--- src/rtl/msx_audio_pkg.sv ---
// msx_audio_pkg
//   Shared types and constants for the MSX audio mixer family.
//   - mute_state_t : mute/ramp FSM states
//   - ATT_MAX      : deepest attenuation step (arithmetic shift count)
//   - GAIN_UNITY   : gain code that passes a channel through unchanged
//   - GAIN_SHIFT   : gain is g / 2**GAIN_SHIFT
package msx_audio_pkg;

    typedef enum logic [1:0] {
        PLAY,
        RAMP_DOWN,
        MUTED,
        RAMP_UP
    } mute_state_t;

    localparam logic [3:0]  ATT_MAX    = 4'd15;
    localparam int unsigned GAIN_UNITY = 8;
    localparam int unsigned GAIN_SHIFT = 3;

endpackage

--- src/rtl/msx_audio_sat.sv ---
// msx_audio_sat
//   Combinational signed saturation from IN_W bits down to OUT_W bits.
//   Ports:
//     din  in  IN_W  : signed wide value
//     dout out OUT_W : din clamped to [-2^(OUT_W-1), 2^(OUT_W-1)-1]
//     clip out 1     : 1 when clamping changed the value
module msx_audio_sat #(
    parameter int unsigned IN_W  = 23,
    parameter int unsigned OUT_W = 16
) (
    input  logic [IN_W-1:0]  din,
    output logic [OUT_W-1:0] dout,
    output logic             clip
);

    localparam logic [OUT_W-1:0] S_MAX = {1'b0, {(OUT_W-1){1'b1}}};
    localparam logic [OUT_W-1:0] S_MIN = {1'b1, {(OUT_W-1){1'b0}}};

    generate
        if (IN_W > OUT_W) begin : g_narrow
            // The value fits when every bit from the output sign bit upward
            // is a copy of the input sign.
            logic [IN_W-OUT_W:0] top;

            always_comb begin
                top  = din[IN_W-1:OUT_W-1];
                dout = din[OUT_W-1:0];
                clip = 1'b0;
                if (!((&top) || !(|top))) begin
                    clip = 1'b1;
                    dout = din[IN_W-1] ? S_MIN : S_MAX;
                end
            end
        end else begin : g_wide
            always_comb begin
                dout = OUT_W'($signed(din));
                clip = 1'b0;
            end
        end
    endgenerate

endmodule

--- src/rtl/msx_audio_mixer.sv ---
// msx_audio_mixer
//   Pipelined N-channel mixer: per-channel offset-binary conversion and gain
//   (S1), full-width sum (S2), saturation + mute attenuator (S3), plus a
//   stretched activity indicator.
//   Ports:
//     clk_sys     in  1                 : system clock
//     reset_n     in  1                 : asynchronous active-low reset
//     ce_sample   in  1                 : input sample strobe (any cycle)
//     ch_data     in  CHANNELS*IN_W     : channel k at [k*IN_W +: IN_W]
//     ch_unsigned in  CHANNELS          : 1 = channel k is offset-binary
//     ch_gain     in  CHANNELS*GAIN_W   : unsigned gain, g/8
//     mute        in  1                 : mute request level
//     audio_out   out OUT_W             : signed mixed sample, held
//     out_valid   out 1                 : pulse when audio_out updates
//     clip        out 1                 : pulse with out_valid on saturation
//     level_led   out 1                 : activity seen in last LED_HOLD clocks
module msx_audio_mixer
    import msx_audio_pkg::*;
#(
    parameter int unsigned CHANNELS   = 3,
    parameter int unsigned IN_W       = 16,
    parameter int unsigned OUT_W      = 16,
    parameter int unsigned GAIN_W     = 4,
    parameter int unsigned LED_THRESH = 32'h0800,
    parameter int unsigned LED_HOLD   = 1000000
) (
    input  logic                         clk_sys,
    input  logic                         reset_n,
    input  logic                         ce_sample,
    input  logic [CHANNELS*IN_W-1:0]     ch_data,
    input  logic [CHANNELS-1:0]          ch_unsigned,
    input  logic [CHANNELS*GAIN_W-1:0]   ch_gain,
    input  logic                         mute,
    output logic [OUT_W-1:0]             audio_out,
    output logic                         out_valid,
    output logic                         clip,
    output logic                         level_led
);

    localparam int unsigned PW = IN_W + GAIN_W + 1;
    localparam int unsigned SW = PW + $clog2(CHANNELS);
    localparam int unsigned CW = $clog2(LED_HOLD + 1);
    localparam logic [CW-1:0]    HOLD_C = CW'(LED_HOLD);
    localparam logic [OUT_W-1:0] S_MAX  = {1'b0, {(OUT_W-1){1'b1}}};
    localparam logic [OUT_W-1:0] S_MIN  = {1'b1, {(OUT_W-1){1'b0}}};

    // ---------------- S1: conversion and gain ----------------
    logic signed [IN_W-1:0]   x_c    [CHANNELS];
    logic signed [GAIN_W:0]   g_c    [CHANNELS];
    logic signed [PW-1:0]     prod_c [CHANNELS];
    logic signed [PW-1:0]     p_q    [CHANNELS];
    logic                     v1_q;

    always_comb begin
        for (int unsigned k = 0; k < CHANNELS; k++) begin
            // Offset-binary to two's complement is just an MSB flip.
            x_c[k]    = {ch_data[k*IN_W + IN_W - 1] ^ ch_unsigned[k],
                         ch_data[k*IN_W +: IN_W-1]};
            g_c[k]    = {1'b0, ch_gain[k*GAIN_W +: GAIN_W]};
            prod_c[k] = (PW'(x_c[k]) * PW'(g_c[k])) >>> GAIN_SHIFT;
        end
    end

    always_ff @(posedge clk_sys or negedge reset_n) begin
        if (!reset_n) begin
            v1_q <= 1'b0;
            for (int unsigned k = 0; k < CHANNELS; k++) begin
                p_q[k] <= '0;
            end
        end else begin
            v1_q <= ce_sample;
            if (ce_sample) begin
                for (int unsigned k = 0; k < CHANNELS; k++) begin
                    p_q[k] <= prod_c[k];
                end
            end
        end
    end

    // ---------------- S2: full-width sum ----------------
    logic signed [SW-1:0] sum_c;
    logic signed [SW-1:0] sum_q;
    logic                 v2_q;

    always_comb begin
        sum_c = '0;
        for (int unsigned k = 0; k < CHANNELS; k++) begin
            sum_c = sum_c + SW'(p_q[k]);
        end
    end

    always_ff @(posedge clk_sys or negedge reset_n) begin
        if (!reset_n) begin
            sum_q <= '0;
            v2_q  <= 1'b0;
        end else begin
            v2_q <= v1_q;
            if (v1_q) begin
                sum_q <= sum_c;
            end
        end
    end

    // ---------------- S3: saturate, attenuate, mute FSM ----------------
    logic signed [OUT_W-1:0] sat_c;
    logic                    clip_c;
    logic signed [OUT_W-1:0] att_out_c;
    logic [OUT_W-1:0]        mag_c;

    msx_audio_sat #(
        .IN_W  (SW),
        .OUT_W (OUT_W)
    ) u_sat (
        .din  (sum_q),
        .dout (sat_c),
        .clip (clip_c)
    );

    mute_state_t state_q, state_n;
    logic [3:0]  att_q, att_n;

    always_ff @(posedge clk_sys or negedge reset_n) begin
        if (!reset_n) begin
            state_q <= MUTED;
            att_q   <= ATT_MAX;
        end else begin
            state_q <= state_n;
            att_q   <= att_n;
        end
    end

    // The sample leaving S3 uses the current att; the FSM then steps, so a
    // reversal continues from the neighbouring level without repeating one.
    always_comb begin
        state_n = state_q;
        att_n   = att_q;
        if (v2_q) begin
            case (state_q)
                PLAY: begin
                    att_n = '0;
                    if (mute) begin
                        state_n = RAMP_DOWN;
                        att_n   = 4'd1;
                    end
                end
                RAMP_DOWN: begin
                    if (mute) begin
                        if (att_q >= ATT_MAX - 4'd1) begin
                            state_n = MUTED;
                            att_n   = ATT_MAX;
                        end else begin
                            att_n = att_q + 4'd1;
                        end
                    end else begin
                        att_n   = att_q - 4'd1;
                        state_n = (att_q <= 4'd1) ? PLAY : RAMP_UP;
                        if (att_q == '0) begin
                            att_n = '0;
                        end
                    end
                end
                MUTED: begin
                    att_n = ATT_MAX;
                    if (!mute) begin
                        state_n = RAMP_UP;
                    end
                end
                RAMP_UP: begin
                    if (mute) begin
                        if (att_q >= ATT_MAX - 4'd1) begin
                            state_n = MUTED;
                            att_n   = ATT_MAX;
                        end else begin
                            state_n = RAMP_DOWN;
                            att_n   = att_q + 4'd1;
                        end
                    end else begin
                        if (att_q <= 4'd1) begin
                            state_n = PLAY;
                            att_n   = '0;
                        end else begin
                            att_n = att_q - 4'd1;
                        end
                    end
                end
                default: begin
                    state_n = MUTED;
                    att_n   = ATT_MAX;
                end
            endcase
        end
    end

    always_comb begin
        att_out_c = (state_q == MUTED) ? '0 : (sat_c >>> att_q);
        // -max stands in for |min| so the magnitude never wraps.
        if (!att_out_c[OUT_W-1]) begin
            mag_c = att_out_c;
        end else if (att_out_c == S_MIN) begin
            mag_c = S_MAX;
        end else begin
            mag_c = -att_out_c;
        end
    end

    always_ff @(posedge clk_sys or negedge reset_n) begin
        if (!reset_n) begin
            audio_out <= '0;
            out_valid <= 1'b0;
            clip      <= 1'b0;
        end else begin
            out_valid <= v2_q;
            clip      <= v2_q & clip_c;
            if (v2_q) begin
                audio_out <= att_out_c;
            end
        end
    end

    // ---------------- activity stretch ----------------
    // Counter starts at the ceiling so the LED stays dark until real activity.
    logic [CW-1:0] led_cnt_q, led_cnt_n;

    always_comb begin
        led_cnt_n = led_cnt_q;
        if (v2_q && (32'(mag_c) >= LED_THRESH)) begin
            led_cnt_n = '0;
        end else if (led_cnt_q < HOLD_C) begin
            led_cnt_n = led_cnt_q + CW'(1);
        end
    end

    always_ff @(posedge clk_sys or negedge reset_n) begin
        if (!reset_n) begin
            led_cnt_q <= HOLD_C;
            level_led <= 1'b0;
        end else begin
            led_cnt_q <= led_cnt_n;
            level_led <= (led_cnt_n < HOLD_C);
        end
    end

endmodule

--- config.mk ---
export PLATFORM = sky130hd
export DESIGN_NAME = msx_audio_mixer
export DESIGN_NICKNAME = d
export VERILOG_FILES = /design/src/rtl/msx_audio_pkg.sv /design/src/rtl/msx_audio_sat.sv /design/src/rtl/msx_audio_mixer.sv
export SDC_FILE = /design/constraint.sdc
export NUM_CORES = 1
export LEC_CHECK = 0
export BUFFER_PORTS_ARGS = -buffer_cell sky130_fd_sc_hd__buf_2
export CAP_MARGIN = 20
export CELL_PAD_IN_SITES_DETAIL_PLACEMENT = 0
export CELL_PAD_IN_SITES_GLOBAL_PLACEMENT = 1
export CORE_MARGIN = 1
export CORE_UTILIZATION = 30
export CTS_CLUSTER_DIAMETER = 200
export DETAILED_ROUTE_END_ITERATION = 10
export MAX_ROUTING_LAYER = met4
export PLACE_DENSITY = 0.64
export SLEW_MARGIN = 20
export SYNTH_ARGS = -nofsm -noshare
export SYNTH_HDL_FRONTEND = slang
export SYNTH_SLANG_ARGS = --single-unit
--- constraint.sdc ---
create_clock -name clk_sys -period 3.2 [get_ports clk_sys]
set_clock_uncertainty 0.05 [all_clocks]
set_input_delay 0.16 -clock clk_sys [delete_from_list [all_inputs] [get_ports clk_sys]]
set_output_delay 0.16 -clock clk_sys [all_outputs]
set_load 0.1 [all_outputs]
Word-level counts from Yosys, hierarchy flattened
Index checks and enable logic that the tools add are counted.
- add/subtract/negate cells: 6
- multipliers: 3
- $lt $le $gt $ge: 5
- eq/ne operators: 8
- shift operators: 1
- muxes and demuxes: 24
- bitwise logic cells: 4
- reduce and logical (&&, ||, !) cells: 8
- operators by type and width (operator ; number):
    2-to-1 mux 16 bit ; 5
    multiplier 16 x 5 -> 21 bit ; 3
    less-than comparator 20 bit, second input constant ; 2
    2-to-1 mux 20 bit ; 2
    adder 19 x 18 -> 20 bit ; 1
    adder 20 x 1 -> 20 bit, second input constant ; 1
    2-to-1 mux 4 bit ; 5
    adder 18 x 18 -> 19 bit ; 1
    equality test 16 bit, second input constant ; 1
    >= comparator 16 x 12 -> 1 bit, second input constant ; 1
    2-to-1 mux 2 bit ; 8
    negator 16 bit ; 1
    case mux 4 bit (4 select lines) ; 1
    >>> shifter 16 x 4 -> 16 bit ; 1
    case mux 2 bit (4 select lines) ; 1
    AND reduction 8 bit ; 1
    OR reduction 8 bit ; 1
    != test 3 bit, second input constant ; 2
    AND reduction 5 bit ; 1
    adder 4 x 1 -> 4 bit, second input constant ; 1
    equality test 2 bit, second input constant ; 2
    >= comparator 4 bit, second input constant ; 1
    less-or-equal comparator 4 x 1 -> 1 bit, second input constant ; 1
    logical NOT 4 bit ; 1
    other kinds (10) ; 14
- bits in registers: 124
- logic and storage cells: 72

Logic depth before layout (Yosys ltp)
Gate-level depths: netlist of the first run.
- word-level depth: 13
- gate-level depth with buffers: 17

Hierarchy
Synthesis of the first run repeated with hierarchy kept, for this count alone.
- cell total of the unflattened synthesis: 1630
- area, all modules: 14825.5 µm²
- by module, submodules not included (module ; times used ; cells an instance ; area an instance (µm²) ; seq. area each (µm²)):
    msx_audio_mixer ; 1 ; 1604 ; 14580.2 ; 3042.9
    msx_audio_sat ; 1 ; 26 ; 245.2 ; 0.0

Least setup slack after synthesis of the first run
No wires, ideal clock.
- path kind: input-to-reg
- from: input ch_gain[10]
- to: register, netlist name p_q[17]
- data arrival time: 3.830 ns
- data required time: 3.025 ns
- path slack: -0.805 ns
- stages: 17
- buffers on the path: 1
- cells stage by stage: clkbuf_1 and2_1 ha_1 inv_1 fa_1 inv_1 fa_1 ha_1 o21ai_0 nor2b_1 a211o_1 o21ai_0 o41ai_1 o21ai_0 o31ai_1 xnor2_1 mux2_2
- word-level cells in the longest chain between the ends: 1
- RTL lines (item ; RTL line ; text):
    start, declared ; msx_audio_mixer.sv:32 ; input logic [CHANNELS*GAIN_W-1:0] ch_gain,
    multiplier 16 x 5 -> 21 bit ; msx_audio_mixer.sv:60 ; prod_c[k] = (PW'(x_c[k]) * PW'(g_c[k])) >>> GAIN_SHIFT;
No other way between the ends.
A chain may end at the register's enable or synchronous reset.

Worst setup path after layout of the first run
- from: input ch_gain[11]
- to: register, netlist name p_q[17]
- word-level cells in the longest chain between the ends: 1
- RTL lines (item ; RTL line):
    multiplier 16 x 5 -> 21 bit ; msx_audio_mixer.sv:60
No other way between the ends.

==> results of run 1 <==
==> layer usage <==
layer	global-route usage	up-vias
li1	-	6069
met4	0.0267	0
met3	0.0157	18
met2	0.249	91
met1	0.189	5793
met5	-	-
==> report_power, final <==
part / leakage, uW / switching [uW] / internal (uW) / total [uW]
Clock: 0.000273 / 804 / 1040 / 1840
Combinational: 0.00766 / 6610 / 6580 / 13200
Sequential: 0.00144 / 645 / 2220 / 2870
Total: 0.00937 / 8060 / 9840 / 17900
==> cells by family (layout without fill, tap and decap cells) <==
group                      after synthesis  after routing
DFF                                    121            121
and+or+nand+nor                        481            481
xor gates and xnor gates                83             83
buffers and inverters                  301            688
muxes                                   85             85
AOI/OAI and AO/OA                      265            265
other                                    0              1
adders and majority gates              256            256
==> registers in the layout, indices dropped and copies added (netlist names) <==
register	flops
level_led	1
out_valid	1
att_q	4
audio_out	16
led_cnt_q	20
p_q	54
v1_q	1
v2_q	1
state_q	2
clip	1
sum_q	20
==> area by class of cell <==
type,instances,area (sq um),area share
sequential,121,3050,0.154
inverter,252,946,0.0477
timing repair buffer,404,3110,0.157
clock buffer,18,439,0.0222
multi-input combinational,1170,11400,0.574
clock inverter,14,125,0.00632
tap,607,759,0.0383
antenna,1,2.50,0.000126
==> synthesized netlist by cell type (all sizes together), types with 5 or more instances <==
| library cell | count |
|---|---|
| nand3 | 35 |
| or4 | 5 |
| inv | 251 |
| nor3 | 27 |
| nor2 | 80 |
| mux2i | 23 |
| o21ai | 57 |
| o21a | 16 |
| nor4 | 5 |
| or3 | 15 |
| clkbuf | 35 |
| or2 | 5 |
| mux2 | 58 |
| a211oi | 10 |
| o31ai | 10 |
| xnor2 | 62 |
| buf | 14 |
| xor2 | 21 |
| fa | 118 |
| o22ai | 11 |
| a31oi | 16 |
| a21boi | 9 |
| a21oi | 56 |
| and3 | 8 |
| o2111ai | 5 |
| o211ai | 14 |
| ha | 138 |
| a211o | 6 |
| and2 | 141 |
| nor2b | 11 |
| o21bai | 8 |
| dfstp | 12 |
| dfrtp | 109 |
| nand4 | 11 |
| nand2b | 10 |
| nand2 | 108 |
| a21o | 13 |
| nor3b | 6 |
| and4 | 6 |
==> repair_timing <==
action | CTS | global route
endpoints found under the setup margin | 51 | 61
cloned | 1 | 4
setup buffers | 35 | 26
gates resized for setup | 114 | 107
hold buffers | 1 | 0
pin swaps | 120 | 103
hold endpoints to repair | 53 | 0
==> worst reg2reg max path: stages (launching register included) <==
cell and delay, ps:
dfrtp_1 460, fa_1 520, ha_2 190, inv_2 40, fa_2 330, nor2b_1 130, o21a_1 160, o21ai_2 100
a2111oi_4 360, nor3_2 120, o31ai_2 250, a21oi_1 110, xnor2_1 150, mux2_4 260
==> how the worst max path moves through the flow <==
stage / startpoint / endpoint / slack [ps] / cells past startpoint
final: ch_gain[11] / p_q[17] / -260 / 17
after global routing: ch_gain[11] / p_q[17] / -410 / 17
after CTS: ch_gain[10] / p_q[17] / -270 / 17
after detailed placement: ch_gain[11] / p_q[17] / -900 / 16
after global placement: ch_gain[11] / p_q[17] / -830 / 16
after floorplan: ch_gain[10] / p_q[17] / -520 / 17
==> stage by stage <==
| stage | cell area, sq um | std cells | TNS [ps] | worst slack [ps] | hold slack [ps] |
|---|---|---|---|---|---|
| after floorplan | 14800 | 1592 | -4130 | -523 | -186 |
| after global placement | 17700 | 2492 | -22270 | -829 | 268 |
| after detailed placement | 17700 | 2492 | -24200 | -897 | 276 |
| after CTS | 19100 | 2561 | -1360 | -266 | 90.8 |
| after global routing | 19800 | 2587 | -8660 | -408 | 138 |
| final | 19800 | 2587 | -1730 | -258 | 117 |
==> results.cfg, run 1 <==
[yosys]
yosys_warnings = 0
synth.avg_cell_area_sq_um = 8.98
synth_adder_area_share = 0.286
syn_inst = 1592
yosysTopAreaCell = dfrtp_1
yosys-top-cells-area = dfrtp_1 19%, fa_1 17%, ha_1 12%
synthFlopType = dfrtp_1
synthMuxAreaShare = 0.0683
netlist_area_sq_um = 14300
yosys_register_bits = 121
synth.yosys.seq_area_share = 0.213
syn_nets = 1915
synth.distinct_cells = 79
synth_compound_area_frac = 0.124
synth-async-reset-ratio = 1.00
synth_top_family_by_area = adder cells
synth_top_cell_area_share = 0.191
synthXorXnorAreaFrac = 0.0508
synthSimpleGateAreaFrac = 0.177
synth-edff-count = 0

[global_route]
grt_pass1_vias = 12200
grt_max_degree = 65
antenna_found_initial = 1
grt_pass1_wl_microns = 57700
grt_overflow = 0
grt_usage = 0.146

[die]
die_area_sq_um = 48500
fp-row-count = 79
initial_utilization = 0.306
core_sq_um = 46800
die_y_microns = 220
die_width_microns = 220
pin_count = 86

[timing]
clock.fmax_mhz = 289
rsz0062_at_grt = true
hold_violations = 0
post-route-period-util = 1.08
setup-violations-final = 27
relSlewSlack = 0.442
drv_slew = 0
tightest_slew_ps = 837
worst_slack_ps = -258
finalCriticalPeriod_ps = 3460

[critical_path]
reg2regPathDepth = 13
r2r-end = sum_q[15]
crit_fanout = 8
crit_slowest_cell = fa_1
arrival_ps = 3730
worstSetupPathType = primary input to flip-flop
worstPathCellList = buf_12 > and2_4 > ha_4 > inv_2 > fa_1 > fa_1 > inv_2 > ha_4 > a211o_1 > o211ai_1 > a211o_1 > o21ai_2 > o41ai_4 > o21ai_1 > o31ai_1 > xnor2_1 > mux2_4
required_ps = 3470
cpPeakStageDelay_ps = 510
crit_family = compound AO/OA/AOI/OAI gates
crit_path_end_kind = flip-flop
critPathBufInv = 3
critPathLaunchType = primary input
r2r_slack_ps = -150
r2r_start = p_q[43]

[clock_network]
cts_made_buffers = 17
cts_max_path_buffers = 2
cts_tree = yes
clock_sinks = 121
cts_root_buf = clkbuf_16
clk_pin_slew_worst_paths_ps = 70
h-tree-depth = 4
clk-insertion-delay-late_ps = 430

[detailed_routing]
met2_length_microns = 16600
first_iter_violations = 438
vias_per_cell = 4.63
routedWlPerCell_microns = 13.0
dr.pass1.iters = 8
drt-met1-wl_microns = 16000
routed_wl_microns = 33600
ant_nets = 0
route.vias.total = 12000
wl_met3_microns = 610
drc = 4
highest_layer = met4

[power_and_ir_drop]
p_total_uw = 17900
cellLeakagePower_uw = 0.00937
power_density_nw_per_um2 = 903
vdd.ir_drop.worst_mv = 0.603

[cells_and_area]
syn2layout_area_growth_pct = 38.5
fillerInstances = 4643
finalNetCount = 2289
drive_above_1_share = 0.377
final_util = 0.424
final_cell_mix = 293 x buf_4, 224 x inv_1, 113 x fa_1
final_common_cell = buf_4

[hold_path]
min_path_cells = 1
hp-class = primary input to flip-flop
hold_end = v1_q
hp-start = ce_sample

[place]
place.gp.congestion = 0.835
port-buffer-count = 85
dp_hpwl_microns = 26400

[run]
cap_violations = 0

[outcome]
violations = DRC, setup timing
status = finished with violations
Note: power is estimated with default switching activity, not from simulation.
==> run 2, diff against run 1 <==
--- a/config.mk
+++ b/config.mk
@@ -5,7 +5,6 @@
 export SDC_FILE = /design/constraint.sdc
 export NUM_CORES = 1
 export LEC_CHECK = 0
-export BUFFER_PORTS_ARGS = -buffer_cell sky130_fd_sc_hd__buf_2
 export CAP_MARGIN = 20
 export CELL_PAD_IN_SITES_DETAIL_PLACEMENT = 0
 export CELL_PAD_IN_SITES_GLOBAL_PLACEMENT = 1
@@ -13,9 +12,11 @@
 export CORE_UTILIZATION = 30
 export CTS_CLUSTER_DIAMETER = 200
 export DETAILED_ROUTE_END_ITERATION = 10
+export DONT_BUFFER_PORTS = 1
 export MAX_ROUTING_LAYER = met4
-export PLACE_DENSITY = 0.64
+export PLACE_DENSITY = 0.62
 export SLEW_MARGIN = 20
 export SYNTH_ARGS = -nofsm -noshare
 export SYNTH_HDL_FRONTEND = slang
 export SYNTH_SLANG_ARGS = --single-unit
+export TNS_END_PERCENT = 20
==> run 2 against run 1 <==
Compared with the run above: the flow still finishes with violations (DRC, setup timing); combinational power down 8%; maximum frequency is 0.55% higher; non-clock buffer count is 182 lower; sequential power up 21%; final cell count is 7.1% lower; largest cell class unchanged; largest power group unchanged; highest routed layer unchanged.
==> results.cfg, run 2 (same netlist as run 1, synthesis figures left out) <==
[outcome]
status = finished with violations
violations = DRC, setup timing

[place]
placed_cells = 2349
dp_hpwl_microns = 25700
dpl_worst_slack_ps = -690
place.gp.congestion = 0.854
place_area_sq_um = 16700
port-buffer-count = 0

[timing]
rsz0062_at_grt = true
drv_slew = 0
setup-violations-final = 28
worst_slack_ps = -239
relSlewSlack = 0.385
tightest_slew_ps = 922
hold_violations = 0
finalCriticalPeriod_ps = 3440
clock.fmax_mhz = 291
post-route-period-util = 1.07
setup_tns_ps = -1310

[detailed_routing]
ant_nets = 0
first_iter_violations = 399
vias_per_cell = 4.72
drc = 6
route.vias.total = 11400
routed_wl_microns = 32600
routedWlPerCell_microns = 13.6
dr.pass1.iters = 10

[die]
die_area_sq_um = 48500
initial_utilization = 0.306
die_y_microns = 220
pin_count = 86
die_width_microns = 220
core_sq_um = 46800
fp-row-count = 79

[clock_network]
clk_pin_slew_worst_paths_ps = 70
h-tree-depth = 4
cts_max_path_buffers = 2
cts_root_buf = clkbuf_16
clock_sinks = 121
cts_tree = yes
clk-insertion-delay-late_ps = 420
cts_made_buffers = 17

[critical_path]
crit_fanout = 4
required_ps = 3460
arrival_ps = 3700
critPathLaunchType = primary input
crit_path_end_kind = flip-flop
worstSetupPathType = primary input to flip-flop

[cells_and_area]
finalNetCount = 2107
final_common_cell = inv_1
largest_reg_flops = 54
drive_above_1_share = 0.251
antennaDiodeCount = 0
design_area_sq_um = 17900
final_cell_mix = 239 x inv_1, 208 x buf_4, 132 x and2_1
reg_top3 = p_q: 54 flops, led_cnt_q: 20 flops, sum_q: 20 flops
syn2layout_area_growth_pct = 25.4
regMostFlops = p_q
finalNonFillerCells = 2404

[power_and_ir_drop]
vdd.ir_drop.worst_mv = 0.600
cellLeakagePower_uw = 0.00841
power_density_nw_per_um2 = 981
p_total_uw = 17600

[run]
cap_violations = 0

[global_route]
antenna_found_initial = 0
grt_usage = 0.144
grt_overflow = 0
grt_pass1_vias = 11700
grt_max_degree = 122
grt_pass1_wl_microns = 56300

[hold_path]
hp-class = primary input to flip-flop
[run 2: per-layer routing]
metal  part of all wire  global-route usage  up-vias
met5                  0                   -        -
li1                   -                   -     5700
met1               0.48               0.188     5520
met2               0.49               0.241      108
met3              0.022              0.0161       23
met4             0.0087              0.0232        0
[run 2: per-stage QoR]
| step | util | hold WS (ps) |
|---|---|---|
| 2_1_floorplan | - | -186 |
| 3_3_place_gp | 0.357 | -181 |
| 3_5_place_dp | 0.357 | -181 |
| 4_1_cts | 0.376 | 49.3 |
| 5_1_grt | 0.384 | 138 |
| 6_report | 0.384 | 53.9 |
[run 2: worst max-delay path, cell delays in order]
cell     delay, ps
and2_1         140
ha_1           270
inv_1           50
fa_1           530
inv_1           60
fa_2           580
ha_4           200
nor4_2         260
a211o_1        180
o21ai_2         80
o41ai_2        410
o21ai_1        150
o31ai_1        260
xnor2_1        100
mux2_4         260
[run 2: where the power goes]
part | total (uW) | switching, uW | internal (uW)
Clock | 2020 | 761 | 1250
Combinational | 12100 | 5840 | 6280
Sequential | 3470 | 1260 | 2210
[run 2: final cells by class]
class	instances	area [sq um]
well taps	607	759
repair buffers	222	1820
inverters	252	946
multi-input cells	1170	10800
clock buffers	19	443
clock inverters	13	171
flip-flops and latches	121	3050
fillers	4714	28800
[run 2: worst paths after layout]
kind                             startpoint   endpoint  slack (ps)  cells past startpoint
worst max register to register      p_q[43]  sum_q[15]        -160                     14
worst max-delay path            ch_data[37]    p_q[17]        -240                     15
min in group asynchronous           reset_n     p_q[0]         380                      2
max in group asynchronous           reset_n    p_q[22]        2250                      2
worst min register to register       p_q[4]     p_q[4]         480                      1
worst min-delay path                   mute   att_q[0]          50                      4
[run 2: timing repair]
item	4_1_cts	5_1_grt
gates resized for setup	40	56
endpoints found under the hold margin	176	0
hold buffers	5	0
endpoints found under the setup margin	42	54
setup buffers	8	7
pin swaps	33	57
cloned	0	3
